## config.mk

```make
export PLATFORM = sky130hd
export DESIGN_NAME = rs_enc_lfsr
export DESIGN_NICKNAME = d
export VERILOG_FILES = /design/src/rtl/rs_enc_lfsr.sv
export SDC_FILE = /design/constraint.sdc
export NUM_CORES = 1
export LEC_CHECK = 0
export ABC_AREA = 1
export CAP_MARGIN = 20
export CORE_MARGIN = 5
export CORE_UTILIZATION = 59
export DETAILED_ROUTE_END_ITERATION = 8
export PLACE_DENSITY = 0.81
export SYNTH_ARGS = -nofsm -noshare
export SYNTH_HDL_FRONTEND = slang
export SYNTH_SLANG_ARGS = --single-unit
```

## constraint.sdc

```tcl
create_clock -name clk -period 2.1 [get_ports clk]
set_input_delay 0.21 -clock clk [delete_from_list [all_inputs] [get_ports clk]]
set_output_delay 0.21 -clock clk [all_outputs]
set_load 0.01 [all_outputs]
```

## src/rtl/rs_enc_lfsr.sv

```systemverilog
// Systematic Reed-Solomon encoder: message symbols pass through, 2*T_LEN LFSR parity symbols follow.
// Latency: message symbols 0 cycles (combinational); first parity symbol the cycle after the last message handshake.
// Backpressure: in_ready mirrors out_ready while in the message phase; in the parity phase, output holds while !out_ready.

package gf_pkg;
    // GF(2^8) built on the primitive polynomial x^8 + x^4 + x^3 + x^2 + 1
    localparam int                  SYMB_WIDTH = 8;
    localparam int                  T_LEN      = 2;
    localparam logic [SYMB_WIDTH:0] PRIM_POLY  = 9'h11D;

    // Carry-less shift-and-add multiply, reduced modulo PRIM_POLY on every shift
    function automatic logic [SYMB_WIDTH-1:0] gf_mult(
        input logic [SYMB_WIDTH-1:0] a,
        input logic [SYMB_WIDTH-1:0] b
    );
        logic [SYMB_WIDTH-1:0] acc;
        logic [SYMB_WIDTH-1:0] sh;
        acc = '0;
        sh  = a;
        for (int i = 0; i < SYMB_WIDTH; i++) begin
            if (b[i]) begin
                acc = acc ^ sh;
            end
            if (sh[SYMB_WIDTH-1]) begin
                sh = (sh << 1) ^ PRIM_POLY[SYMB_WIDTH-1:0];
            end else begin
                sh = sh << 1;
            end
        end
        return acc;
    endfunction
endpackage

module rs_enc_lfsr #(
    parameter int SYMB_WIDTH = gf_pkg::SYMB_WIDTH,
    parameter int T_LEN      = gf_pkg::T_LEN,
    parameter int N_LEN      = (1 << SYMB_WIDTH) - 1
) (
    input  logic                  clk,
    input  logic                  rst,
    input  logic                  in_valid,
    output logic                  in_ready,
    input  logic [SYMB_WIDTH-1:0] in_data,
    input  logic                  in_last,
    output logic                  out_valid,
    input  logic                  out_ready,
    output logic [SYMB_WIDTH-1:0] out_data,
    output logic                  out_last,
    output logic                  len_err
);

    localparam int P     = 2 * T_LEN;
    localparam int K_MAX = N_LEN - P;
    localparam int CW    = $clog2(N_LEN + 1);
    localparam int PW    = (P > 1) ? $clog2(P) : 1;

    // Generator g(x) = prod_{i=0}^{P-1} (x - alpha^i), built one root at a time.
    // Returns g[0..P-1] packed low-degree first; the monic x^P term is implicit.
    function automatic logic [P*SYMB_WIDTH-1:0] gen_poly();
        logic [SYMB_WIDTH-1:0]   c [P+1];
        logic [SYMB_WIDTH-1:0]   root;
        logic [P*SYMB_WIDTH-1:0] flat;
        for (int j = 0; j <= P; j++) begin
            c[j] = '0;
        end
        c[0] = SYMB_WIDTH'(1);
        root = SYMB_WIDTH'(1);
        for (int i = 0; i < P; i++) begin
            // multiply running product by (x + root); subtraction is XOR in GF(2^m)
            for (int j = P; j >= 1; j--) begin
                c[j] = c[j-1] ^ gf_pkg::gf_mult(c[j], root);
            end
            c[0] = gf_pkg::gf_mult(c[0], root);
            root = gf_pkg::gf_mult(root, SYMB_WIDTH'(2));
        end
        flat = '0;
        for (int j = 0; j < P; j++) begin
            flat[j*SYMB_WIDTH +: SYMB_WIDTH] = c[j];
        end
        return flat;
    endfunction

    localparam logic [P*SYMB_WIDTH-1:0] G_FLAT = gen_poly();

    typedef enum logic {
        ST_MSG    = 1'b0,
        ST_PARITY = 1'b1
    } state_t;

    state_t                state_q, state_d;
    logic [SYMB_WIDTH-1:0] r_q [P];
    logic [SYMB_WIDTH-1:0] r_d [P];
    logic [CW-1:0]         msg_cnt_q, msg_cnt_d;
    logic [PW-1:0]         par_cnt_q, par_cnt_d;
    logic                  len_err_q, len_err_d;
    logic [SYMB_WIDTH-1:0] fb;
    logic                  msg_hs;
    logic                  at_kmax;

    // State, LFSR, counters and the registered overrun pulse
    always_ff @(posedge clk or posedge rst) begin
        if (rst) begin
            state_q   <= ST_MSG;
            msg_cnt_q <= '0;
            par_cnt_q <= '0;
            len_err_q <= 1'b0;
            for (int i = 0; i < P; i++) begin
                r_q[i] <= '0;
            end
        end else begin
            state_q   <= state_d;
            msg_cnt_q <= msg_cnt_d;
            par_cnt_q <= par_cnt_d;
            len_err_q <= len_err_d;
            for (int i = 0; i < P; i++) begin
                r_q[i] <= r_d[i];
            end
        end
    end

    // Next-state, LFSR update and handshake outputs for the two phases
    always_comb begin
        state_d   = state_q;
        msg_cnt_d = msg_cnt_q;
        par_cnt_d = par_cnt_q;
        len_err_d = 1'b0;
        for (int i = 0; i < P; i++) begin
            r_d[i] = r_q[i];
        end
        in_ready  = 1'b0;
        out_valid = 1'b0;
        out_data  = '0;
        out_last  = 1'b0;
        fb        = in_data ^ r_q[P-1];
        msg_hs    = 1'b0;
        at_kmax   = (msg_cnt_q == CW'(K_MAX - 1));

        case (state_q)
            ST_MSG: begin
                // pass-through: the downstream sink paces the source directly
                in_ready  = out_ready;
                out_valid = in_valid;
                out_data  = in_data;
                msg_hs    = in_valid && out_ready;
                if (msg_hs) begin
                    r_d[0] = gf_pkg::gf_mult(fb, G_FLAT[0 +: SYMB_WIDTH]);
                    for (int i = 1; i < P; i++) begin
                        r_d[i] = r_q[i-1] ^ gf_pkg::gf_mult(fb, G_FLAT[i*SYMB_WIDTH +: SYMB_WIDTH]);
                    end
                    msg_cnt_d = msg_cnt_q + 1'b1;
                    if (in_last || at_kmax) begin
                        state_d   = ST_PARITY;
                        par_cnt_d = '0;
                        // hitting the length cap without in_last forcibly closes the message
                        len_err_d = !in_last;
                    end
                end
            end
            ST_PARITY: begin
                out_valid = 1'b1;
                out_data  = r_q[P-1];
                out_last  = (par_cnt_q == PW'(P - 1));
                if (out_ready) begin
                    // shifting in zeros leaves the LFSR cleared after the last parity symbol
                    r_d[0] = '0;
                    for (int i = 1; i < P; i++) begin
                        r_d[i] = r_q[i-1];
                    end
                    par_cnt_d = par_cnt_q + 1'b1;
                    if (out_last) begin
                        state_d   = ST_MSG;
                        msg_cnt_d = '0;
                        par_cnt_d = '0;
                    end
                end
            end
            default: begin
                state_d = ST_MSG;
            end
        endcase
    end

    assign len_err = len_err_q;

endmodule

```

Word level (Yosys, flattened, before mapping)
Cells that the tools add are included.
- register bits: 44
- bits in latches: 0
- bits in writable memories: 0
- ROM bits: 0
- bits of input ports: 13
- output and inout bits: 12
- logic and storage cells: 108
- memories kept: 0
- add/sub/neg operators: 2
- $mul: 0
- div/mod/pow operators: 0
- magnitude comparators: 0
- equal/unequal tests: 6
- shift operators: 0
- mux-type cells: 66
- bitwise logic cells: 20
- reductions and logical operators: 6
- operators with widths (kind ; count):
    $mux 8 ; 39
    $xor 8x8->8 ; 13
    $mux 32 ; 2
    $pmux 32 s2 ; 1
    $pmux 8 s2 ; 2
    $mux 5 ; 6
    $not 4->4 ; 6
    $mux 1 ; 9
    $add 8x1->8 const B ; 1
    $eq 8x8->1 const B ; 1
    $mux 2 ; 4
    $ne 2x2->1 const B ; 3
    $reduce_and 3->1 ; 2
    $pmux 1 s2 ; 2
    $pmux 2 s2 ; 1
    $add 2x1->2 const B ; 1
    $eq 2x2->1 const B ; 1
    $ne 2x1->1 const B ; 1
    $reduce_and 2->1 ; 1
    $logic_and 1x1->1 ; 1
    $logic_not 1->1 ; 1
    $logic_or 1x1->1 ; 1
    $not 1->1 ; 1

Longest topological paths before layout
- word-level depth: 31
- depth in mapped cells: 17

Worst setup path before layout
OpenSTA, ideal clock, no wires.
- kind: register to register
- start: register r_q[7] in the netlist's numbering
- end: register r_q[12] in the netlist's numbering
- library setup time: 0.118 ns
- data arrival time: 1.654 ns
- required time: 1.982 ns
- path slack: 0.328 ns
- cell stages (with the launch flop): 16
- buffers on the path: 0
- period minus slack after synthesis: 1.772 ns
- path through: dfrtp_1 -> inv_1 -> nand2_1 -> nand2_1 -> nand2_1 -> nand2_2 -> nand2_1 -> nand2_2 -> xor2_1 -> inv_1 -> nand2_1 -> nand2_1 -> nand2_1 -> nand2_1 -> nand3_1 -> nand2_1
- longest elaborated chain between the ends: 25
- RTL lines (element ; line ; source):
    start: declaration ; 91 ; logic [SYMB_WIDTH-1:0] r_q [P];
    start signal: indexed assignment ; 116 ; r_q[i] <= r_d[i];
    $xor 8x8->8 * ; 134 ; fb = in_data ^ r_q[P-1];
    $mux 5 * ; 24 ; if (sh[SYMB_WIDTH-1]) begin
    $mux 8 * ; 145 ; if (msg_hs) begin
    $mux 8 * ; 138 ; case (state_q)
    $mux 5 ; 24 ;
    $mux 8 ; 145 ;
    $mux 8 ; 138 ;
    $not 4->4 (no line) ; -- ;
    [9 not listed] ; -- ;
    $mux 8 ; -- ;
    $mux 8 ; 138 ;
    $xor 8x8->8 * ; 22 ; acc = acc ^ sh;
    $mux 8 * ; 145 ;
    $mux 8 * ; 138 ;
    $xor 8x8->8 * ; 148 ; r_d[i] = r_q[i-1] ^ gf_pkg::gf_mult(fb, G_FLAT[i*SYMB_WIDTH +: SYMB_WIDTH]);
    $mux 32 * ; 145 ;
    $pmux 32 s2 * ; 138 ;
Every way passes the cells marked *; elsewhere a longest branch is shown, timed or not. The select of a mux whose other input is x is not followed.
A chain may end at the register's enable or synchronous reset.

Worst setup path in the final report
- start: input port in_data[4]
- end: register r_q[12] in the netlist's numbering
- longest elaborated chain between the ends: 20
- RTL lines (element ; line ; source):
    start: declaration ; 43 ; input logic [SYMB_WIDTH-1:0] in_data,
    $xor 8x8->8 * ; 134 ;
    $mux 8 * ; 145 ;
    $mux 8 * ; 138 ;
    $mux 8 * ; 145 ;
    $mux 8 * ; 138 ;
    $mux 8 * ; 145 ;
    $mux 8 * ; 138 ;
    $mux 5 * ; -- ;
    [4 not listed] ; -- ;
    $mux 8 ; -- ;
    $mux 8 ; 138 ;
    $xor 8x8->8 * ; 22 ;
    $mux 8 * ; 145 ;
    $mux 8 * ; 138 ;
    $xor 8x8->8 * ; 148 ;
    $mux 32 * ; 145 ;
    $pmux 32 s2 * ; 138 ;
Marked as above.

==> results.yml <==
synth:
  synth.lib_cells_used.distinct: 26
  post_synth_mux_area_share_pct: 0
  synth.area.top_cells: "sky130_fd_sc_hd__dfrtp_1 (35%), sky130_fd_sc_hd__nand2_1 (24%), sky130_fd_sc_hd__nand3_1 (7.1%)"
  synth_adder_area_share_pct: 1.19
  yosys_most_used_dff: "sky130_fd_sc_hd__dfrtp_1"
  synth_warnings: 0
  yosys.area_share.xor_xnor_pct: 8.77
  synth_async_sr_flop_share_pct: 100
  synth-compound-area-share_pct: 8.38
  yosysSeqAreaShare_pct: 34.8
  synth_area_um2: 3170
  syn-num-nets: 500
  netlist_instances: 484
  synth_enable_flop_cells: 0
  simple_gate_fraction_of_synth_area_pct: 38.3
  yosys.area.top_type_share_pct: 34.8
  syn_area_per_cell_um2: 6.54
  synth_top_family_by_area: "simple AND/OR/NAND/NOR gates"
  synth_top_cell_by_area: "sky130_fd_sc_hd__dfrtp_1"
  postSynthRegisterBits: 44
clock_tree:
  clk_pin_slew_worst_paths_ps: 80
  clock_latency_ps: 310
  ctsLongestPathBuffers: 2
  cts_tree: "built"
  numClockSinks: 44
  clock-root-buffer: "sky130_fd_sc_hd__clkbuf_8"
  tritoncts.num_buffers: 5
  cts.htree.levels: 2
floorplan:
  die_width_um: 83.3
  core_area_um2: 5170
  floorplan.rows: 26
  start_util_pct: 61.2
  floorplan.die.height_um: 83.3
  ioPinCount: 25
  fp.dieArea_um2: 6930
route:
  drt_pre_antenna_iters: 5
  detailroute.via_count: 3299
  route.detailed.wl_per_inst_um: 12.9
  post_drt_antenna_nets: 0
  drcViolationCount: 0
  initialDrtViolationCount: 241
  drt-vias-per-instance: 5.31
  route.final.wire_length_mm: 8.03
sta:
  transition_time_at_the_pin_with_the_least_slew_margin_ps: 710
  timing.slew.headroom_pct: 52.6
  timing.setup.tns_ps: 0
  final_worst_path_setup_slack_ps: 145
  post-route-period-util_pct: 93.1
  finalWorstPathRequiredPeriod_ps: 1950
  final-hold-violation-count: 0
  timing.final.setup_violations: 0
  max_freq_mhz: 512
  finClkSkew_ps: 9.55
  report.final.slew_viol_count: 0
placement:
  post-place-cells: 608
  gp_routability_congestion: 0.988
  io_port_bufs: 24
  hpwlAfterDp_mm: 5.97
  preCtsSetupSlack_ps: -149
finish:
  layout.cells.non_filler: 621
  area_delta_synth_final_pct: 25.2
  post_route_cells_drive_above_1_share_pct: 15.2
  antenna_cells: 0
  final.fill_count: 412
  num-nets-final: 566
  final-seq-area_um2: 1100
  multi_input_comb_area_um2: 1840
power_and_ir_drop:
  peakVddDrop_mv: 0.932
  power_density_nw_per_um2: 1670
  power.static_leakage_nw: 2.12
  post-layout-total-power_w: 0.00663
setup_path:
  cp_slowest_cell: "sky130_fd_sc_hd__clkdlybuf4s50_1"
  crit_path_end_kind: "flip-flop"
  cp_slowest_stage_delay_ps: 540
  arrival_worst_endpoint_ps: 2150
  timing.critical_path.fanout_max: 4
  worst-path-stages: 17
  cp_top_family: "simple AND/OR/NAND/NOR gates"
  crit_type: "primary input to flip-flop"
  worst_setup_sp_type: "primary input"
  cells_traversed_along_the_worst_timing_path: "clkdlybuf4s50_1, inv_1, nand2_1, nand2_1, buf_4, nand2_1, nand2_1, nand2_1, nand2_2, inv_1, nand2_2, nand2_1, nand2_1, nand2_1, nand3_1, nand3_1, nand2_1"
  reg2reg_depth: 17
  critical_path_buf_inv_count: 4
  path_common_cell: "sky130_fd_sc_hd__nand2_1"
  worst-endpoint-required_ps: 2300
hold_path:
  path_type_of_the_worst_min_delay_path: "primary input to async pin"
global_routing:
  first_global_vias: 3107
  grt-ovfl-total: 0
  initial_antenna_violation_count: 0
  global_route_wire_length_before_repair_mm: 14.0
  grt_max_degree: 45
  grt_util_all_layers_pct: 24.0
run:
  drv.max_cap_violation_count: 0
status:
  result_of_the_run: "finished, final reports clean"
## sequential cells by signal, summed over array words and instances, names as in the netlist
signal / count
state_q: 1
r_q: 32
par_cnt_q: 2
msg_cnt_q: 8
len_err: 1
## path summary, 6_finish.rpt
kind | slack (ps) | to | start
max | 150 | r_q[12]$_DFFE_PP0P_ | in_data[4]
min | 350 | r_q[20]$_DFFE_PP0P_ | rst
max reg2reg | 160 | r_q[12]$_DFFE_PP0P_ | r_q[4]$_DFFE_PP0P_
min reg2reg | 510 | r_q[17]$_DFFE_PP0P_ | r_q[17]$_DFFE_PP0P_
max in group asynchronous | 1350 | state_q$_DFF_PP0_ | rst
min in group clk | 490 | len_err$_DFF_PP0_ | in_last
## cell usage after synthesis (7+ instances only)
cell and instances:
sky130_fd_sc_hd__xor2_1 24, sky130_fd_sc_hd__nor2_1 9, sky130_fd_sc_hd__nand3_1 45, sky130_fd_sc_hd__dfrtp_1 44
sky130_fd_sc_hd__o21ai_0 34, sky130_fd_sc_hd__nand4_1 11, sky130_fd_sc_hd__inv_1 57, sky130_fd_sc_hd__nand2_2 9
sky130_fd_sc_hd__a21oi_1 8, sky130_fd_sc_hd__clkbuf_1 7, sky130_fd_sc_hd__nand2_1 203
## power breakdown
group	switching (W)	leakage, nW	internal [W]	total, W
sequential	0.000320	0.550	0.00122	0.00155
clock	0.000312	0.0614	0.000389	0.000701
combinational	0.00253	1.51	0.00185	0.00438
total	0.00316	2.12	0.00347	0.00663
## placed cells by master, fill, tap and decap left out
cell	synthesis	routed
sky130_fd_sc_hd__or2_2	2	2
sky130_fd_sc_hd__o22ai_1	5	5
sky130_fd_sc_hd__o21ai_0	34	33
sky130_fd_sc_hd__a21oi_1	8	8
sky130_fd_sc_hd__o21ai_1	0	1
sky130_fd_sc_hd__buf_4	2	47
sky130_fd_sc_hd__clkdlybuf4s50_1	0	24
sky130_fd_sc_hd__nand2_2	9	16
sky130_fd_sc_hd__a211oi_1	1	1
sky130_fd_sc_hd__nand3_1	45	44
sky130_fd_sc_hd__a21o_1	1	1
sky130_fd_sc_hd__nor4_1	2	2
sky130_fd_sc_hd__o21ai_2	1	1
sky130_fd_sc_hd__nor3b_1	1	1
sky130_fd_sc_hd__bufinv_16	0	1
sky130_fd_sc_hd__clkinv_4	0	1
sky130_fd_sc_hd__ha_1	3	3
sky130_fd_sc_hd__inv_2	0	1
sky130_fd_sc_hd__xor2_2	1	3
sky130_fd_sc_hd__inv_1	57	55
sky130_fd_sc_hd__clkbuf_8	0	6
sky130_fd_sc_hd__xor2_1	24	22
sky130_fd_sc_hd__dfrtp_2	0	3
sky130_fd_sc_hd__xnor2_1	4	4
sky130_fd_sc_hd__clkinv_1	0	1
sky130_fd_sc_hd__xnor2_4	0	1
sky130_fd_sc_hd__nor3_1	5	5
sky130_fd_sc_hd__nand4_1	11	11
sky130_fd_sc_hd__nand3_2	1	2
sky130_fd_sc_hd__dfrtp_1	44	41
sky130_fd_sc_hd__nand2_1	203	196
sky130_fd_sc_hd__nor2_1	9	9
## cells by family (layout without fill, tap and decap cells)
kind of cell             count (synthesis)  after routing
XOR/XNOR                                30             30
AO/OA/AOI/OAI                           50             50
buffers and inverters                   69            136
adder cells (fa/ha/maj)                  3              3
flip-flops                              44             44
AND/OR/NAND/NOR                        288            288
## layer usage
layer  track usage, %  vias to the layer above  routed length, um
met5                0                        -                  0
met4             7.13                        0                152
met3             3.96                       16                325
met2             41.4                       80               3810
met1             30.6                     1541               3740
li1                 -                     1662                  -
## cell type report
class | instances | share of cell area [%]
repair buffers | 71 | 15.0
clock buffers | 6 | 2.08
inverters | 57 | 5.40
flip-flops and latches | 44 | 27.9
multi-input cells | 371 | 46.5
clock inverters | 2 | 0.979
well taps | 70 | 2.21
## what timing repair did
item	CTS	global route
hold buffers	0	0
cloned	0	0
endpoints found under the setup margin	1	24
gates resized for setup	1	15
setup buffers	0	5
pin swaps	0	2
## worst reg2reg max path, delay by kind of cell, from the launching register on
family        cells  cell delay (ps)
flops             1              420
simple gates     14             1100
buf+inv           3              320
## through the flow
stage,cell area (um2),util [%],hold slack (ps)
floorplan,3170,-,282
global placement,3750,72.5,486
detailed placement,3750,72.5,492
CTS,3870,74.9,368
global route,3960,76.6,397
finish,3960,76.6,350
No activity file was read; power rests on OpenSTA's default activity.
==> RTL change (config.mk and constraints unchanged) <==
Change the package constant `T_LEN` from 2 to 4. Comments in the files are not updated.
--- a/src/rtl/rs_enc_lfsr.sv
+++ b/src/rtl/rs_enc_lfsr.sv
@@ -6,5 +6,5 @@
     // GF(2^8) built on the primitive polynomial x^8 + x^4 + x^3 + x^2 + 1
     localparam int                  SYMB_WIDTH = 8;
-    localparam int                  T_LEN      = 2;
+    localparam int                  T_LEN      = 4;
     localparam logic [SYMB_WIDTH:0] PRIM_POLY  = 9'h11D;
 
Formal check against the unedited RTL: not equivalent (Yosys sat finds a counterexample within 4 cycles, from zero or initial values and one cycle with rst high).
==> RTL change against the original RTL <==
- power grew 87%
- wire length grew 100%
- sequential cell count grew 33
- synthesized area is 76% higher
- cell area grew 79%
- register-to-register slack worse by 90 ps
- worst setup slack lost 80 ps
- critical path depth down 3
- critical path type is now reg -> reg
==> RTL change: results <==
set metrics [dict create \
    post_layout_nonfiller_instances 1051 \
    transition_at_the_pin_with_the_smallest_max_transition_slack_ps 416 \
    post_dp_cell_area_um2 6540 \
    synth_area_leaders "sky130_fd_sc_hd__dfrtp_1, sky130_fd_sc_hd__nand2_1, sky130_fd_sc_hd__nand3_1" \
    period_share_pct 96.9 \
    yosysSeqAreaShare_pct 34.6 \
    route.final.wire_length_um 16200 \
    wl_met3_um 1090 \
    per_cell_via_count_in_the_routed_design 5.47 \
    synth_compound_area_share_pct 9.39 \
    ys_types 34 \
    placed_cells 1026 \
    firstDrtPassIters 6 \
    cp_data_arrival_time_ps 2290 \
    synth-adder-area-share_pct 0.899 \
    grt_start_max_net_pins 78 \
    place_worst_setup_slack_ps -321 \
    detailroute.wirelength.met2_um 7810 \
    hold_slack_ps 284 \
    grt_met3_use_pct 5.30 \
    reg2reg_to "r_q[26]" \
    grt_first_pass_wirelength_um 26500 \
    skew_ps 8.90 \
    critPathSlowestCell "sky130_fd_sc_hd__dfrtp_1" \
    ir_drop_uv 861 \
    mappedNetlistNets 828 \
    worstReg2RegStart "r_q[7]" \
    worst_path_largest_cell_delay_ps 440 \
    post_cts_repair_resize_count 2 \
    worstSkewPairLatency_ps 370 \
    detailedPlacementHpwl_um 11800 \
    status "finished clean" \
    dr.first_iter.drc_count 556 \
    post_syn_instances 811 \
    synth.cells.most_frequent "sky130_fd_sc_hd__nand2_1, sky130_fd_sc_hd__dfrtp_1, sky130_fd_sc_hd__nand3_1" \
    timing.reg2reg.worst_path_depth 14 \
    reg2reg_setup_slack_ps 70 \
    m1WireLength_um 6720 \
    groute.layer.met1.usage_pct 37.2 \
    grt_pass1_vias 5432 \
    gr-usage-all-layers_pct 29.0 \
    gp_routability_congestion 0.945 \
    leakagePower_uw 0.00351 \
]
-- RTL change: cell types whose count changed after synthesis, moves of 15 or more --
cell,delta
sky130_fd_sc_hd__nand2_1,+112
sky130_fd_sc_hd__dfrtp_1,+33
sky130_fd_sc_hd__o21ai_0,+27
sky130_fd_sc_hd__nand3_1,+24
sky130_fd_sc_hd__nor2_1,+21
sky130_fd_sc_hd__o21ai_1,+17
sky130_fd_sc_hd__nand2_2,+16
sky130_fd_sc_hd__xor2_1,+15
-- RTL change: cell type report --
type | count | area, um^2 | share of cell area (%)
inverters | 70 | 267 | 3.76
flip-flops and latches | 77 | 1930 | 27.2
clock inverters | 6 | 93.8 | 1.32
multi-input cells | 637 | 3460 | 48.8
clock buffers | 10 | 138 | 1.94
repair buffers | 122 | 1040 | 14.7
well taps | 129 | 161 | 2.27
-- RTL change: power breakdown --
group	switching, uW	total, uW	internal (uW)	leakage [uW]
Combinational	4960	8500	3540	0.00240
Clock	606	1320	714	0.000119
Sequential	491	2570	2080	0.000993
